**config.mk**
```make
export PLATFORM = sky130hd
export DESIGN_NAME = pcs_rx_block_lock_flat
export DESIGN_NICKNAME = d
export VERILOG_FILES = /design/src/rtl/pcs_rx_block_lock_if.sv /design/src/rtl/pcs_rx_block_lock.sv /design/src/flat_wrapper.sv
export SDC_FILE = /design/constraint.sdc
export NUM_CORES = 1
export LEC_CHECK = 0
export BUFFER_PORTS_ARGS = -buffer_cell sky130_fd_sc_hd__buf_4
export CAP_MARGIN = 20
export CORE_MARGIN = 2
export CORE_UTILIZATION = 40
export DETAILED_ROUTE_END_ITERATION = 10
export GPL_TIMING_DRIVEN = 0
export SLEW_MARGIN = 20
export SYNTH_ARGS = -nofsm -noshare
export SYNTH_HDL_FRONTEND = slang
export SYNTH_SLANG_ARGS = --single-unit
export TNS_END_PERCENT = 20
```
**constraint.sdc**
```tcl
create_clock -name TX_CLK -period 2.45 [get_ports TX_CLK]
set_clock_uncertainty 0.05 [all_clocks]
set_input_delay 0.3675 -clock TX_CLK [delete_from_list [all_inputs] [get_ports TX_CLK]]
set_output_delay 0.3675 -clock TX_CLK [all_outputs]
set_load 0.03 [all_outputs]
```
**src/rtl/pcs_rx_block_lock_if.sv**
```systemverilog
// Gearbox-facing status/header inputs and lock/slip outputs of the 64b/66b RX block-lock controller.
interface pcs_rx_block_lock_if;
    logic [1:0] SGNL_OK;
    logic       hdr_vld_i;
    logic       sh_ok_i;
    logic       slip_o;
    logic       LOCK;
    logic       RXVALID;
    logic       hi_ber_o;

    modport master (
        output SGNL_OK, hdr_vld_i, sh_ok_i,
        input  slip_o, LOCK, RXVALID, hi_ber_o
    );

    modport slave (
        input  SGNL_OK, hdr_vld_i, sh_ok_i,
        output slip_o, LOCK, RXVALID, hi_ber_o
    );
endinterface

```
**src/rtl/pcs_rx_block_lock.sv**
```systemverilog
// 64b/66b receive block-lock FSM: sync-header qualification, gearbox bit-slip and lock tracking.
// Optional high-BER monitor is compiled in when PCS_HIBER_EN is defined; otherwise hi_ber_o is tied 0.
module pcs_rx_block_lock #(
    parameter int LOCK_CNT  = 64,
    parameter int WIN_CNT   = 64,
    parameter int BAD_MAX   = 16,
    parameter int SLIP_WAIT = 4
`ifdef PCS_HIBER_EN
    ,
    parameter int BER_WIN   = 3125,
    parameter int BER_THR   = 16
`endif
) (
    input  logic               TX_CLK,
    input  logic               rstn_as_i,
    pcs_rx_block_lock_if.slave rx
);

    typedef enum logic [1:0] {ST_INIT, ST_HUNT, ST_SLIP, ST_LOCKED} state_t;

    state_t     state_q, state_d;
    logic [6:0] sh_cnt_q, sh_cnt_d, sh_cnt_inc;
    logic [4:0] bad_cnt_q, bad_cnt_d, bad_cnt_inc;
    logic [2:0] wait_cnt_q, wait_cnt_d;
    logic       slip_q, slip_d;
    logic       lock_q, lock_d;
    logic       rxvalid_q, rxvalid_d;
    logic       sgnl_good;

    assign sgnl_good   = (rx.SGNL_OK == 2'b11);
    assign sh_cnt_inc  = sh_cnt_q + 7'd1;
    assign bad_cnt_inc = bad_cnt_q + {4'd0, ~rx.sh_ok_i};

    // Signal loss overrides every transition; wait_cnt defaults to 0 so it only lives in SLIP.
    always_comb begin
        state_d    = state_q;
        sh_cnt_d   = sh_cnt_q;
        bad_cnt_d  = bad_cnt_q;
        wait_cnt_d = '0;
        slip_d     = 1'b0;
        if (!sgnl_good) begin
            state_d   = ST_INIT;
            sh_cnt_d  = '0;
            bad_cnt_d = '0;
        end else begin
            case (state_q)
                ST_INIT: state_d = ST_HUNT;
                ST_HUNT: begin
                    if (rx.hdr_vld_i) begin
                        if (!rx.sh_ok_i) begin
                            state_d   = ST_SLIP;
                            slip_d    = 1'b1;
                            sh_cnt_d  = '0;
                            bad_cnt_d = '0;
                        end else if (sh_cnt_inc == 7'(LOCK_CNT)) begin
                            state_d   = ST_LOCKED;
                            sh_cnt_d  = '0;
                            bad_cnt_d = '0;
                        end else begin
                            sh_cnt_d  = sh_cnt_inc;
                        end
                    end
                end
                ST_SLIP: begin
                    if (wait_cnt_q == 3'(SLIP_WAIT - 1)) begin
                        state_d   = ST_HUNT;
                        sh_cnt_d  = '0;
                        bad_cnt_d = '0;
                    end else begin
                        wait_cnt_d = wait_cnt_q + 3'd1;
                    end
                end
                ST_LOCKED: begin
                    // Reaching BAD_MAX wins over a simultaneous end-of-window clear.
                    if (rx.hdr_vld_i) begin
                        if (bad_cnt_inc == 5'(BAD_MAX)) begin
                            state_d   = ST_SLIP;
                            slip_d    = 1'b1;
                            sh_cnt_d  = '0;
                            bad_cnt_d = '0;
                        end else if (sh_cnt_inc == 7'(WIN_CNT)) begin
                            sh_cnt_d  = '0;
                            bad_cnt_d = '0;
                        end else begin
                            sh_cnt_d  = sh_cnt_inc;
                            bad_cnt_d = bad_cnt_inc;
                        end
                    end
                end
                default: state_d = ST_INIT;
            endcase
        end
        lock_d    = (state_d == ST_LOCKED);
        rxvalid_d = sgnl_good & rx.hdr_vld_i & lock_q;
    end

    always_ff @(posedge TX_CLK or negedge rstn_as_i) begin
        if (!rstn_as_i) begin
            state_q    <= ST_INIT;
            sh_cnt_q   <= '0;
            bad_cnt_q  <= '0;
            wait_cnt_q <= '0;
            slip_q     <= 1'b0;
            lock_q     <= 1'b0;
            rxvalid_q  <= 1'b0;
        end else begin
            state_q    <= state_d;
            sh_cnt_q   <= sh_cnt_d;
            bad_cnt_q  <= bad_cnt_d;
            wait_cnt_q <= wait_cnt_d;
            slip_q     <= slip_d;
            lock_q     <= lock_d;
            rxvalid_q  <= rxvalid_d;
        end
    end

    assign rx.slip_o  = slip_q;
    assign rx.LOCK    = lock_q;
    assign rx.RXVALID = rxvalid_q;

`ifdef PCS_HIBER_EN
    localparam int TW = $clog2(BER_WIN);
    localparam int CW = $clog2(BER_THR + 1);

    logic [TW-1:0] ber_tmr_q, ber_tmr_d;
    logic [CW-1:0] ber_cnt_q, ber_cnt_d, ber_cnt_inc;
    logic          hi_ber_q, hi_ber_d;
    logic          ber_expire;

    assign ber_expire = (ber_tmr_q == TW'(BER_WIN - 1));

    // The error count saturates at BER_THR so a flagged window keeps hi_ber_o set through expiry.
    always_comb begin
        ber_tmr_d   = '0;
        ber_cnt_d   = '0;
        hi_ber_d    = 1'b0;
        ber_cnt_inc = ber_cnt_q;
        if (lock_q) begin
            if (rx.hdr_vld_i && !rx.sh_ok_i && (ber_cnt_q != CW'(BER_THR)))
                ber_cnt_inc = ber_cnt_q + 1'b1;
            if (ber_cnt_inc == CW'(BER_THR))
                hi_ber_d = 1'b1;
            else if (ber_expire)
                hi_ber_d = 1'b0;
            else
                hi_ber_d = hi_ber_q;
            if (!ber_expire) begin
                ber_tmr_d = ber_tmr_q + 1'b1;
                ber_cnt_d = ber_cnt_inc;
            end
        end
    end

    always_ff @(posedge TX_CLK or negedge rstn_as_i) begin
        if (!rstn_as_i) begin
            ber_tmr_q <= '0;
            ber_cnt_q <= '0;
            hi_ber_q  <= 1'b0;
        end else begin
            ber_tmr_q <= ber_tmr_d;
            ber_cnt_q <= ber_cnt_d;
            hi_ber_q  <= hi_ber_d;
        end
    end

    assign rx.hi_ber_o = hi_ber_q;
`else
    assign rx.hi_ber_o = 1'b0;
`endif

endmodule

```
**src/flat_wrapper.sv**
```systemverilog
// flat-port wrapper written by rule: the top's interface ports become plain ports
module pcs_rx_block_lock_flat 
#(
    parameter int LOCK_CNT  = 64,
    parameter int WIN_CNT   = 64,
    parameter int BAD_MAX   = 16,
    parameter int SLIP_WAIT = 4

)
  (TX_CLK, rstn_as_i, rx_SGNL_OK, rx_hdr_vld_i, rx_sh_ok_i, rx_slip_o, rx_LOCK, rx_RXVALID, rx_hi_ber_o);
  pcs_rx_block_lock_if rx_i ();
  input  logic TX_CLK;
  input  logic rstn_as_i;
  input wire logic [$bits(rx_i.SGNL_OK)-1:0] rx_SGNL_OK;
  input wire logic [$bits(rx_i.hdr_vld_i)-1:0] rx_hdr_vld_i;
  input wire logic [$bits(rx_i.sh_ok_i)-1:0] rx_sh_ok_i;
  output wire logic [$bits(rx_i.slip_o)-1:0] rx_slip_o;
  output wire logic [$bits(rx_i.LOCK)-1:0] rx_LOCK;
  output wire logic [$bits(rx_i.RXVALID)-1:0] rx_RXVALID;
  output wire logic [$bits(rx_i.hi_ber_o)-1:0] rx_hi_ber_o;
  assign rx_i.SGNL_OK = rx_SGNL_OK;
  assign rx_i.hdr_vld_i = rx_hdr_vld_i;
  assign rx_i.sh_ok_i = rx_sh_ok_i;
  assign rx_slip_o = rx_i.slip_o;
  assign rx_LOCK = rx_i.LOCK;
  assign rx_RXVALID = rx_i.RXVALID;
  assign rx_hi_ber_o = rx_i.hi_ber_o;
  pcs_rx_block_lock #(.LOCK_CNT(LOCK_CNT), .WIN_CNT(WIN_CNT), .BAD_MAX(BAD_MAX), .SLIP_WAIT(SLIP_WAIT)) u_core (.TX_CLK(TX_CLK), .rstn_as_i(rstn_as_i), .rx(rx_i));
endmodule
```
==> reports/results.ini, run 1 <==
[layout]
final_nets=142
syn_to_final_growth_pct=12.68
fillerInstances=243
drive_above_1_share_pct=16.03
antenna_cells=0

[placement]
port_buffers=8
post-dp-hpwl_um=1681
gp_congestion=0.8204

[critical_path]
crit_path_max_incr_delay_ns=0.54
r2r_slack_ns=0.37
worstPathArrival_ns=2.26
critical_path.top_delay_family=compound AO/OA/AOI/OAI gates
worstPathMaxFanout=8
start_kind=flip-flop
worst_setup_path_end_kind=flip-flop
required_ns=2.63
worst_path_max_delay_cell=a31oi_1
crit_buf_inv=0
crit_type=flip-flop to flip-flop
worstPathCellList=ha_1 > ha_1 > nand2_1 > o2bb2ai_1 > a31oi_1 > o21ai_0 > a31oi_1

[detailed_routing]
post_drt_wl_per_cell_um=14.07
drc_errors=0
vias=905
drtIter0Drc=12
dr.pass1.iters=4
drt_wl_total_um=2279
ant_nets=0
post_drt_via_cell_ratio=5.586

[cts]
cts.sinks=20
clk_path_buf_depth=2
ctsHtreeMaxLevel=1
tritoncts=built
tritoncts.num_buffers=3
postCtsSetupBuffers=0
clockRootBuffer=clkbuf_4
clkTransAtPathRegs_ns=0.12
ctsResizeCount=0
insertion_delay_ns=0.30

[power_and_ir_drop]
internal_power_w=0.0004551
p_per_area_nw_per_um2=472.8
vdd.ir_drop.worst_mv=0.3033
power_switching_w=0.0001548
switching_share_pct=25.38
p_clk_share_pct=32.4
pwr-share-seq_pct=57.9
p_leak_nw=0.6048
combPwrFrac_pct=9.7

[sta]
drv_slew=0
min_period_over_period_pct=85.10
timing.final.crit_period_ns=2.085
maxSlewHeadroom_pct=52.79
timing.fmax_ghz=0.4796
rsz0062_at_grt=false
setup_viol=0
whs_ns=0.2737
fin_setup_tns_ns=0
tightestPinTransition_ns=0.7049
hold_viol_final=0

[synth]
ys_ff_latch=20
synth_top_flop_cell=dfrtp_1
synth_area_leader_cell=dfrtp_1
synth_edf_count=0
async_flop_share_pct=100.0
synth_top_area_share_pct=43.72
synth_area_per_cell_sq_um=9.702
synth_area_sq_um=1145
ys_seq_area_share_pct=43.72
syn_nets=128
yosys_warnings=0
synth_area_leaders=dfrtp_1, a22o_1, ha_1
syn_inst=118
ys_types=41

[global_route]
antenna_found_initial=0
track_usage_pct=15.14
gr-total-overflow=0
grt_pass1_vias=860
grt_pass1_wl_um=3898
grt_max_degree=21

[worst_hold_path]
hp-class=input port to flip-flop

[die]
fp.coreArea_sq_um=2734
io_pins=10
start_util_pct=41.88
die_area_sq_um=3306
die_w_um=57.50
num_rows=19
die_h_um=57.50

[job]
cap_violations=0

[run_status]
status=completed

-- worst paths after layout --
| kind | start | endpoint | cells after the start |
|---|---|---|---|
| min | rx_hdr_vld_i | u_core.rx.RXVALID$_DFF_PN0_ | 2 |
| max reg2reg | u_core.bad_cnt_q[0]$_DFFE_PN0P_ | u_core.sh_cnt_q[5]$_DFFE_PN0P_ | 7 |
| max in group asynchronous | rstn_as_i | u_core.sh_cnt_q[2]$_DFFE_PN0P_ | 2 |
| max | u_core.bad_cnt_q[0]$_DFFE_PN0P_ | u_core.sh_cnt_q[5]$_DFFE_PN0P_ | 7 |
| min reg2reg | u_core.wait_cnt_q[0]$_DFF_PN0_ | u_core.wait_cnt_q[0]$_DFF_PN0_ | 1 |
| min in group asynchronous | rstn_as_i | u_core.bad_cnt_q[4]$_DFFE_PN0P_ | 2 |
-- registers in the layout, summed over array words and instances (netlist names) --
register           count
u_core.sh_cnt_q        7
u_core.bad_cnt_q       5
u_core.wait_cnt_q      3
u_core.state_q         2
u_core.rx.LOCK         1
u_core.rx.RXVALID      1
u_core.rx.slip_o       1
-- synthesized netlist by cell type, types with 2 or more instances --
library cell and n:
nor2_1 11, a31oi_1 5, a21oi_1 4, a22o_1 8, dfrtp_1 20, buf_4 2
o21ai_0 7, inv_1 5, o21a_1 2, nand3_1 4, nand2b_1 2, nand2_1 8
xor2_1 2, ha_1 4, o211ai_1 3, nand4_1 2, xnor2_1 3, and3_1 2
nor2b_1 2
-- cell type report --
type | instances | area, sq um | area share, %
tap | 31 | 38.79 | 3.007
timing repair buffer | 9 | 70.07 | 5.432
multi-input combinational | 90 | 606.8 | 47.04
inverter | 5 | 18.77 | 1.455
sequential | 20 | 500.5 | 38.80
buffer | 3 | 18.77 | 1.455
clock buffer | 4 | 36.28 | 2.813
-- per-layer routing --
metal | track usage [%] | routed length (um) | part of all wire, %
met5 | 0 | 0 | 0
met1 | 22.08 | 1159 | 51
met4 | 7.973 | 63 | 2.8
met2 | 21.59 | 1004 | 44
met3 | 2.268 | 51 | 2.2
-- logic make-up after synthesis --
logic type,share of synthesized area (%)
and+or+nand+nor,20.33
adders and majority gates,4.372
xor gates and xnor gates,3.826
other,0.3276
AOI/OAI and AO/OA,23.28
muxes,0.8744
buffers and inverters,3.278
DFF,43.72
-- timing repair --
item / in CTS / in global routing
hold buffers: 1 / 0
endpoints found under the hold margin: 20 / 0
endpoints found under the setup margin: 0 / 0
-- power by group through the flow --
stage | sequential [W] | clock (W) | combinational (W)
floorplan | 0.000357 | 0 | 0.0000349
global placement | 0.000360 | 0 | 0.0000562
detailed placement | 0.000360 | 0 | 0.0000581
CTS | 0.000353 | 0.000202 | 0.0000596
global route | 0.000355 | 0.000217 | 0.0000646
finish | 0.000353 | 0.000198 | 0.0000589
-- cells in the final DEF (no fill, tap or decap), drive strengths merged, types with 2 or more instances in the layout --
cell | synthesis | routed
a31oi | 5 | 5
o211ai | 3 | 3
a21oi | 4 | 4
buf | 2 | 10
and2 | 2 | 2
inv | 5 | 5
nor2 | 11 | 11
nor2b | 2 | 2
and3 | 4 | 4
clkbuf | 1 | 5
nand3 | 5 | 5
xnor2 | 3 | 3
dfrtp | 20 | 20
nand2 | 9 | 9
nand2b | 2 | 2
xor2 | 2 | 2
o21ai | 7 | 7
nand4 | 2 | 2
o21a | 2 | 2
ha | 4 | 4
a22o | 8 | 8
-- stage by stage --
stage | worst slack [ns] | util, % | power (W) | std cells | area, sq um
floorplan | 0.6699 | - | 0.0003919 | 118 | 1145
global placement | 0.2758 | 45.49 | 0.0004159 | 157 | 1244
detailed placement | 0.2179 | 45.49 | 0.0004179 | 157 | 1244
CTS | 0.3994 | 47.19 | 0.0006152 | 162 | 1290
global route | 0.1986 | 47.19 | 0.0006367 | 162 | 1290
finish | 0.3651 | 47.19 | 0.0006099 | 162 | 1290
(Power assumes the default switching activity.)
==> inputs of run 2 (changes only) <==
Settings changed: CORE_MARGIN 2 to default.
Clock period 2.45 ns to 1.9 ns, I/O delays scaled along.
==> run 2 against run 1 <==
  * Maximum frequency is 10% higher
  * Worst setup slack got worse by 0.35 ns
  * Non-clock buffer count rose by 8
  * Utilization up 3.5 points
  * Sequential share of layout area decreased by 2.5 points
  * Die area decreased by 6.8%
  * Hold slack got worse by 0.071 ns
  * Global-route usage increased by 1.1 points
  * First-iteration DRC count up 130%
  * Combinational power rose by 57%
  * Design area rose by 7.5%
==> reports/results.ini, run 2 (synthesis results as in run 1) <==
[sta]
hold_viol_final=0  ; unchanged
whs_ns=0.2025  ; -0.07123 ns
drv_slew=0  ; unchanged
min_period_over_period_pct=99.46  ; +14 points
setup_viol=0  ; unchanged
fin_setup_tns_ns=0  ; unchanged
timing.final.crit_period_ns=1.890  ; -0.1952 ns
rsz0062_at_grt=true
timing.fmax_ghz=0.5292  ; +10%

[critical_path]
required_ns=2.05  ; -0.58 ns
worstPathArrival_ns=2.04  ; -0.22 ns
start_kind=flip-flop
crit_type=flip-flop to flip-flop
worst_setup_path_end_kind=flip-flop
worstPathMaxFanout=6  ; -2

[power_and_ir_drop]
switching_share_pct=24.64  ; -0.74 points
vdd.ir_drop.worst_mv=0.3492  ; +15%
p_leak_nw=0.6449  ; +6.6%
internal_power_w=0.0006011  ; +32%
p_per_area_nw_per_um2=575.3  ; +22%
pwr-share-seq_pct=57.3  ; -0.6 points
p_total_w=0.0007975  ; +31%
power_switching_w=0.0001965  ; +27%
combPwrFrac_pct=11.6  ; +1.9 points
p_clk_share_pct=31.1  ; -1.3 points

[cts]
ctsHtreeMaxLevel=1  ; unchanged
insertion_delay_ns=0.30  ; about the same
tritoncts.num_buffers=3  ; unchanged
clockRootBuffer=clkbuf_4
clk_path_buf_depth=2  ; unchanged
clkTransAtPathRegs_ns=0.11  ; about the same
tritoncts=built
cts.sinks=20  ; unchanged

[layout]
syn_to_final_growth_pct=21.09
final_cell_mix=dfrtp_1, buf_4, nor2_1
fin_area_sq_um=1386  ; +7.5%
largestRegisters=u_core.sh_cnt_q (7), u_core.bad_cnt_q (5), u_core.wait_cnt_q (3)
final_nets=150  ; +5.6%
largest-register=u_core.sh_cnt_q
final_util_pct=50.71  ; +3.5 points
drive_above_1_share_pct=26.62  ; +11 points
largest_register_ffs=7  ; unchanged
final_common_cell=dfrtp_1
antenna_cells=0  ; unchanged

[detailed_routing]
post_drt_via_cell_ratio=5.682  ; +1.7%
vias=966  ; +6.7%
post_drt_wl_per_cell_um=14.01  ; -0.44%
dr.pass1.iters=4  ; unchanged
drc_errors=0  ; unchanged
drt_wl_total_um=2381  ; +4.5%
ant_nets=0  ; unchanged
drtIter0Drc=27  ; +15

[die]
start_util_pct=41.88  ; unchanged
io_pins=10  ; unchanged
die_h_um=55.50  ; -3.5%
die_area_sq_um=3080  ; -6.8%
num_rows=19  ; unchanged
fp.coreArea_sq_um=2734  ; unchanged
die_w_um=55.50  ; -3.5%

[global_route]
gr-total-overflow=0  ; unchanged
track_usage_pct=16.21  ; +1.1 points
antenna_found_initial=0  ; unchanged
grt_max_degree=21  ; unchanged
grt_pass1_vias=859  ; -0.12%
grt_pass1_wl_um=3946  ; +1.2%

[job]
cap_violations=0  ; unchanged

[worst_hold_path]
hp-class=input port to flip-flop

[placement]
port_buffers=8  ; unchanged
post_dp_cell_area_sq_um=1244  ; unchanged
gp_congestion=0.8319  ; +1.4%
post-dp-hpwl_um=1635  ; -2.7%

[run_status]
status=completed

[run 2: worst paths after layout]
kind | from | endpoint | slack (ns) | cells after the start
setup / recovery | u_core.sh_cnt_q[4]$_DFFE_PN0P_ | u_core.bad_cnt_q[0]$_DFFE_PN0P_ | 0.01 | 6
hold / removal | rx_hdr_vld_i | u_core.rx.RXVALID$_DFF_PN0_ | 0.20 | 2
setup reg to reg | u_core.sh_cnt_q[4]$_DFFE_PN0P_ | u_core.bad_cnt_q[0]$_DFFE_PN0P_ | 0.01 | 6
hold reg to reg | u_core.wait_cnt_q[0]$_DFF_PN0_ | u_core.wait_cnt_q[0]$_DFF_PN0_ | 0.39 | 1
max in group asynchronous | rstn_as_i | u_core.sh_cnt_q[0]$_DFFE_PN0P_ | 1.24 | 2
min in group asynchronous | rstn_as_i | u_core.bad_cnt_q[4]$_DFFE_PN0P_ | 0.34 | 2
[run 2: area by class of cell]
type                            count  area (sq um)
Fill cell                         247          1348
Multi-Input combinational cell     90         636.9
Sequential cell                    20         503.0
Timing Repair Buffer               17         130.1
Tap cell                           31         38.79
Clock buffer                        4         36.28
Buffer                              3         22.52
Inverter                            5         18.77
[run 2: metrics by stage]
stage                     setup WS (ns)  cells
final                           0.01027    170
after global routing           -0.07872    170
after CTS                     -0.007170    162
after detailed placement        -0.2563    157
after global placement          -0.1911    157
after floorplan                  0.1199    118
[run 2: power groups by stage]
stage               Combinational (W)  Clock [W]  Sequential, W
finish                      0.0000926   0.000248       0.000457
global route                 0.000105   0.000279       0.000460
CTS                         0.0000766   0.000264       0.000458
detailed placement          0.0000745          0       0.000464
global placement            0.0000724          0       0.000464
floorplan                   0.0000450          0       0.000460
[run 2: critical path: stages (launching register included)]
cell	delay (ns)
dfrtp_1	0.36
buf_6	0.12
nand2_2	0.07
or4b_4	0.53
a21bo_4	0.24
and3_4	0.18
a22o_1	0.23
[run 2: what timing repair did]
item | in CTS | in global routing
gates resized for setup | 2 | 7
setup buffers | 0 | 8
setup endpoints to repair | 7 | 11
hold buffers | 1 | 0
pin swaps | 1 | 3
hold endpoints to repair | 20 | 0
[run 2: layer usage]
metal / vias to the layer above / GRT usage, % / share of wire (%)
met3: 4 / 3.044 / 3.2
li1: 477 / - / -
met4: 0 / 6.071 / 1.1
met5: - / 0 / 0
met2: 23 / 24.78 / 49
met1: 462 / 22.84 / 47
==> inputs of run 3 (changes only) <==
Settings changed: CORE_UTILIZATION 40 to 50, PLACE_DENSITY from default to 0.71.
==> run 3 against run 2 <==
  * Maximum frequency down 0.30%
  * Sequential cell count stayed put
  * Register-to-register slack about the same
  * Combinational power is 14% lower
  * Sequential power about the same
  * Worst setup slack got worse by 0.0057 ns
  * Sequential share of layout area about the same
  * Hold slack lost 0.0031 ns
  * Clock power is 18% lower
  * Non-clock buffer count decreased by 3
  * First-iteration DRC count is 3.7% higher
  * Critical path type unchanged
  * Largest power group unchanged
==> reports/results.ini, run 3 (synthesis results as in run 1) <==
[run_status]
status=completed

[critical_path]
worst_setup_path_end_kind=flip-flop
worstPathArrival_ns=2.03  ; about the same
r2r_start=u_core.sh_cnt_q[0]$_DFFE_PN0P_
crit_type=flip-flop to flip-flop
r2r_cells=5  ; -1
start_kind=flip-flop
r2r_slack_ns=0.005  ; about the same
required_ns=2.04  ; about the same
worstPathMaxFanout=6  ; unchanged
r2r-end=u_core.bad_cnt_q[0]$_DFFE_PN0P_

[layout]
fillerInstances=172  ; -30%
drive_above_1_share_pct=27.41  ; +0.79 points
largest-register=u_core.sh_cnt_q
largest_register_ffs=7  ; unchanged
final_common_cell=dfrtp_1
fin_area_sq_um=1393  ; +0.45%
largestRegisters=u_core.sh_cnt_q (7), u_core.bad_cnt_q (5), u_core.wait_cnt_q (3)
final_cell_mix=dfrtp_1, buf_4, nor2_1
syn_to_final_growth_pct=21.64
final_nets=147  ; -2.0%
antenna_cells=0  ; unchanged

[die]
num_rows=16  ; -3
die_w_um=49.85  ; -10%
io_pins=10  ; unchanged
die_area_sq_um=2485  ; -19%
die_h_um=49.85  ; -10%
start_util_pct=55.52  ; +14 points
fp.coreArea_sq_um=2062  ; -25%

[sta]
timing.final.crit_period_ns=1.895  ; +0.005677 ns
rsz0062_at_grt=true
timing.fmax_ghz=0.5276  ; -0.30%
hold_viol_final=0  ; unchanged
setup_viol=0  ; unchanged
whs_ns=0.1994  ; -0.003072 ns
drv_slew=0  ; unchanged
min_period_over_period_pct=99.76  ; +0.30 points

[worst_hold_path]
hp-class=input port to flip-flop
hold_start=rx_hdr_vld_i
hold_depth=2  ; unchanged
holdPathEnd=u_core.rx.RXVALID$_DFF_PN0_

[global_route]
grt_pass1_wl_um=4195  ; +6.3%
gr-total-overflow=0  ; unchanged
grt_max_degree=21  ; unchanged
antenna_found_initial=0  ; unchanged
grt_pass1_vias=952  ; +11%
track_usage_pct=22.33  ; +6.1 points

[cts]
tritoncts.num_buffers=3  ; unchanged
clk_path_buf_depth=2  ; unchanged
tritoncts=built
cts.sinks=20  ; unchanged
clockRootBuffer=clkbuf_4
clkTransAtPathRegs_ns=0.12  ; about the same
insertion_delay_ns=0.30  ; about the same
ctsHtreeMaxLevel=1  ; unchanged

[power_and_ir_drop]
p_leak_nw=0.6215  ; -3.6%
vdd.ir_drop.worst_mv=0.3997  ; +14%
p_per_area_nw_per_um2=534.3  ; -7.1%

[detailed_routing]
vias=964  ; -0.21%
drc_errors=0  ; unchanged
post_drt_via_cell_ratio=5.951  ; +4.7%
post_drt_wl_per_cell_um=15.56  ; +11%
ant_nets=0  ; unchanged
drtIter0Drc=28  ; +3.7%
drt_wl_total_um=2521  ; +5.9%
dr.pass1.iters=4  ; unchanged

[job]
cap_violations=0  ; unchanged

[placement]
post_dp_cell_area_sq_um=1239  ; -0.40%
gp_congestion=0.8940  ; +7.5%
port_buffers=8  ; unchanged
post-dp-hpwl_um=1634  ; about the same

-- run 3: changes by cell type in the layout (fill, tap and decap cells not counted), moves of 2 or more --
cell,previous run,this run
a31oi_4,0,2
dfrtp_1,18,16
a31oi_2,2,0
buf_4,17,14
dfrtp_2,2,4
-- run 3: cell type report --
| cell class | count | area [sq um] | area share, % |
|---|---|---|---|
| Buffer | 3 | 22.52 | 1.617 |
| Multi-Input combinational cell | 90 | 681.9 | 48.97 |
| Clock buffer | 3 | 22.52 | 1.617 |
| Timing Repair Buffer | 14 | 107.6 | 7.727 |
| Sequential cell | 20 | 505.5 | 36.30 |
| Inverter | 5 | 18.77 | 1.348 |
| Tap cell | 27 | 33.78 | 2.426 |
-- run 3: repair_timing --
item                                   4_1_cts  5_1_grt
endpoints found under the hold margin       20        0
hold buffers                                 1        0
pin swaps                                    1        5
buffers inserted                             0        5
setup endpoints to repair                    5       15
resized for setup                            2       15
-- run 3: metrics by stage --
stage,utilization [%],setup TNS (ns),setup slack [ns],power [W],instances
after floorplan,-,0,0.1199,0.0005053,118
after global placement,60.07,-0.3083,-0.1505,0.0005350,153
after detailed placement,60.07,-0.6151,-0.2056,0.0005389,153
after CTS,62.01,-0.01922,-0.01922,0.0007437,157
after global routing,67.54,-0.1427,-0.05124,0.0007725,162
final,67.54,0,0.004589,0.0007440,162
-- run 3: report_power, final --
part	total, W	internal (W)	switching, W
Sequential	0.000460	0.000438	0.0000218
Clock	0.000204	0.0000739	0.000131
Combinational	0.0000795	0.0000350	0.0000445
Total	0.000744	0.000547	0.000197
-- run 3: worst max-delay path by stage --
| stage | slack, ns | start | depth (start not counted) | endpoint |
|---|---|---|---|---|
| 6_report | 0.005 | u_core.sh_cnt_q[0]$_DFFE_PN0P_ | 5 | u_core.bad_cnt_q[0]$_DFFE_PN0P_ |
| 5_1_grt | -0.05 | u_core.sh_cnt_q[0]$_DFFE_PN0P_ | 5 | u_core.bad_cnt_q[1]$_DFFE_PN0P_ |
| 4_1_cts | -0.02 | u_core.sh_cnt_q[1]$_DFFE_PN0P_ | 5 | u_core.bad_cnt_q[0]$_DFFE_PN0P_ |
| 3_5_place_dp | -0.21 | rx_sh_ok_i | 9 | u_core.sh_cnt_q[5]$_DFFE_PN0P_ |
| 3_3_place_gp | -0.15 | rx_sh_ok_i | 9 | u_core.sh_cnt_q[5]$_DFFE_PN0P_ |
| 2_1_floorplan | 0.12 | u_core.sh_cnt_q[0]$_DFFE_PN0P_ | 5 | u_core.bad_cnt_q[0]$_DFFE_PN0P_ |
-- run 3: worst max-delay path, cell delays in order (launching register included) --
cell	delay, ns
dfrtp_2	0.48
a211o_2	0.34
a21oi_1	0.23
a21bo_4	0.27
and3_4	0.19
a22o_1	0.22
-- run 3: per-layer routing --
metal  global-route usage, %  vias up  share of wire [%]
met1                   29.59      476                 46
li1                        -      470                  -
met4                   9.524        0               0.56
met5                       0        -                  0
met2                   35.36       16                 51
met3                   4.321        2                2.1
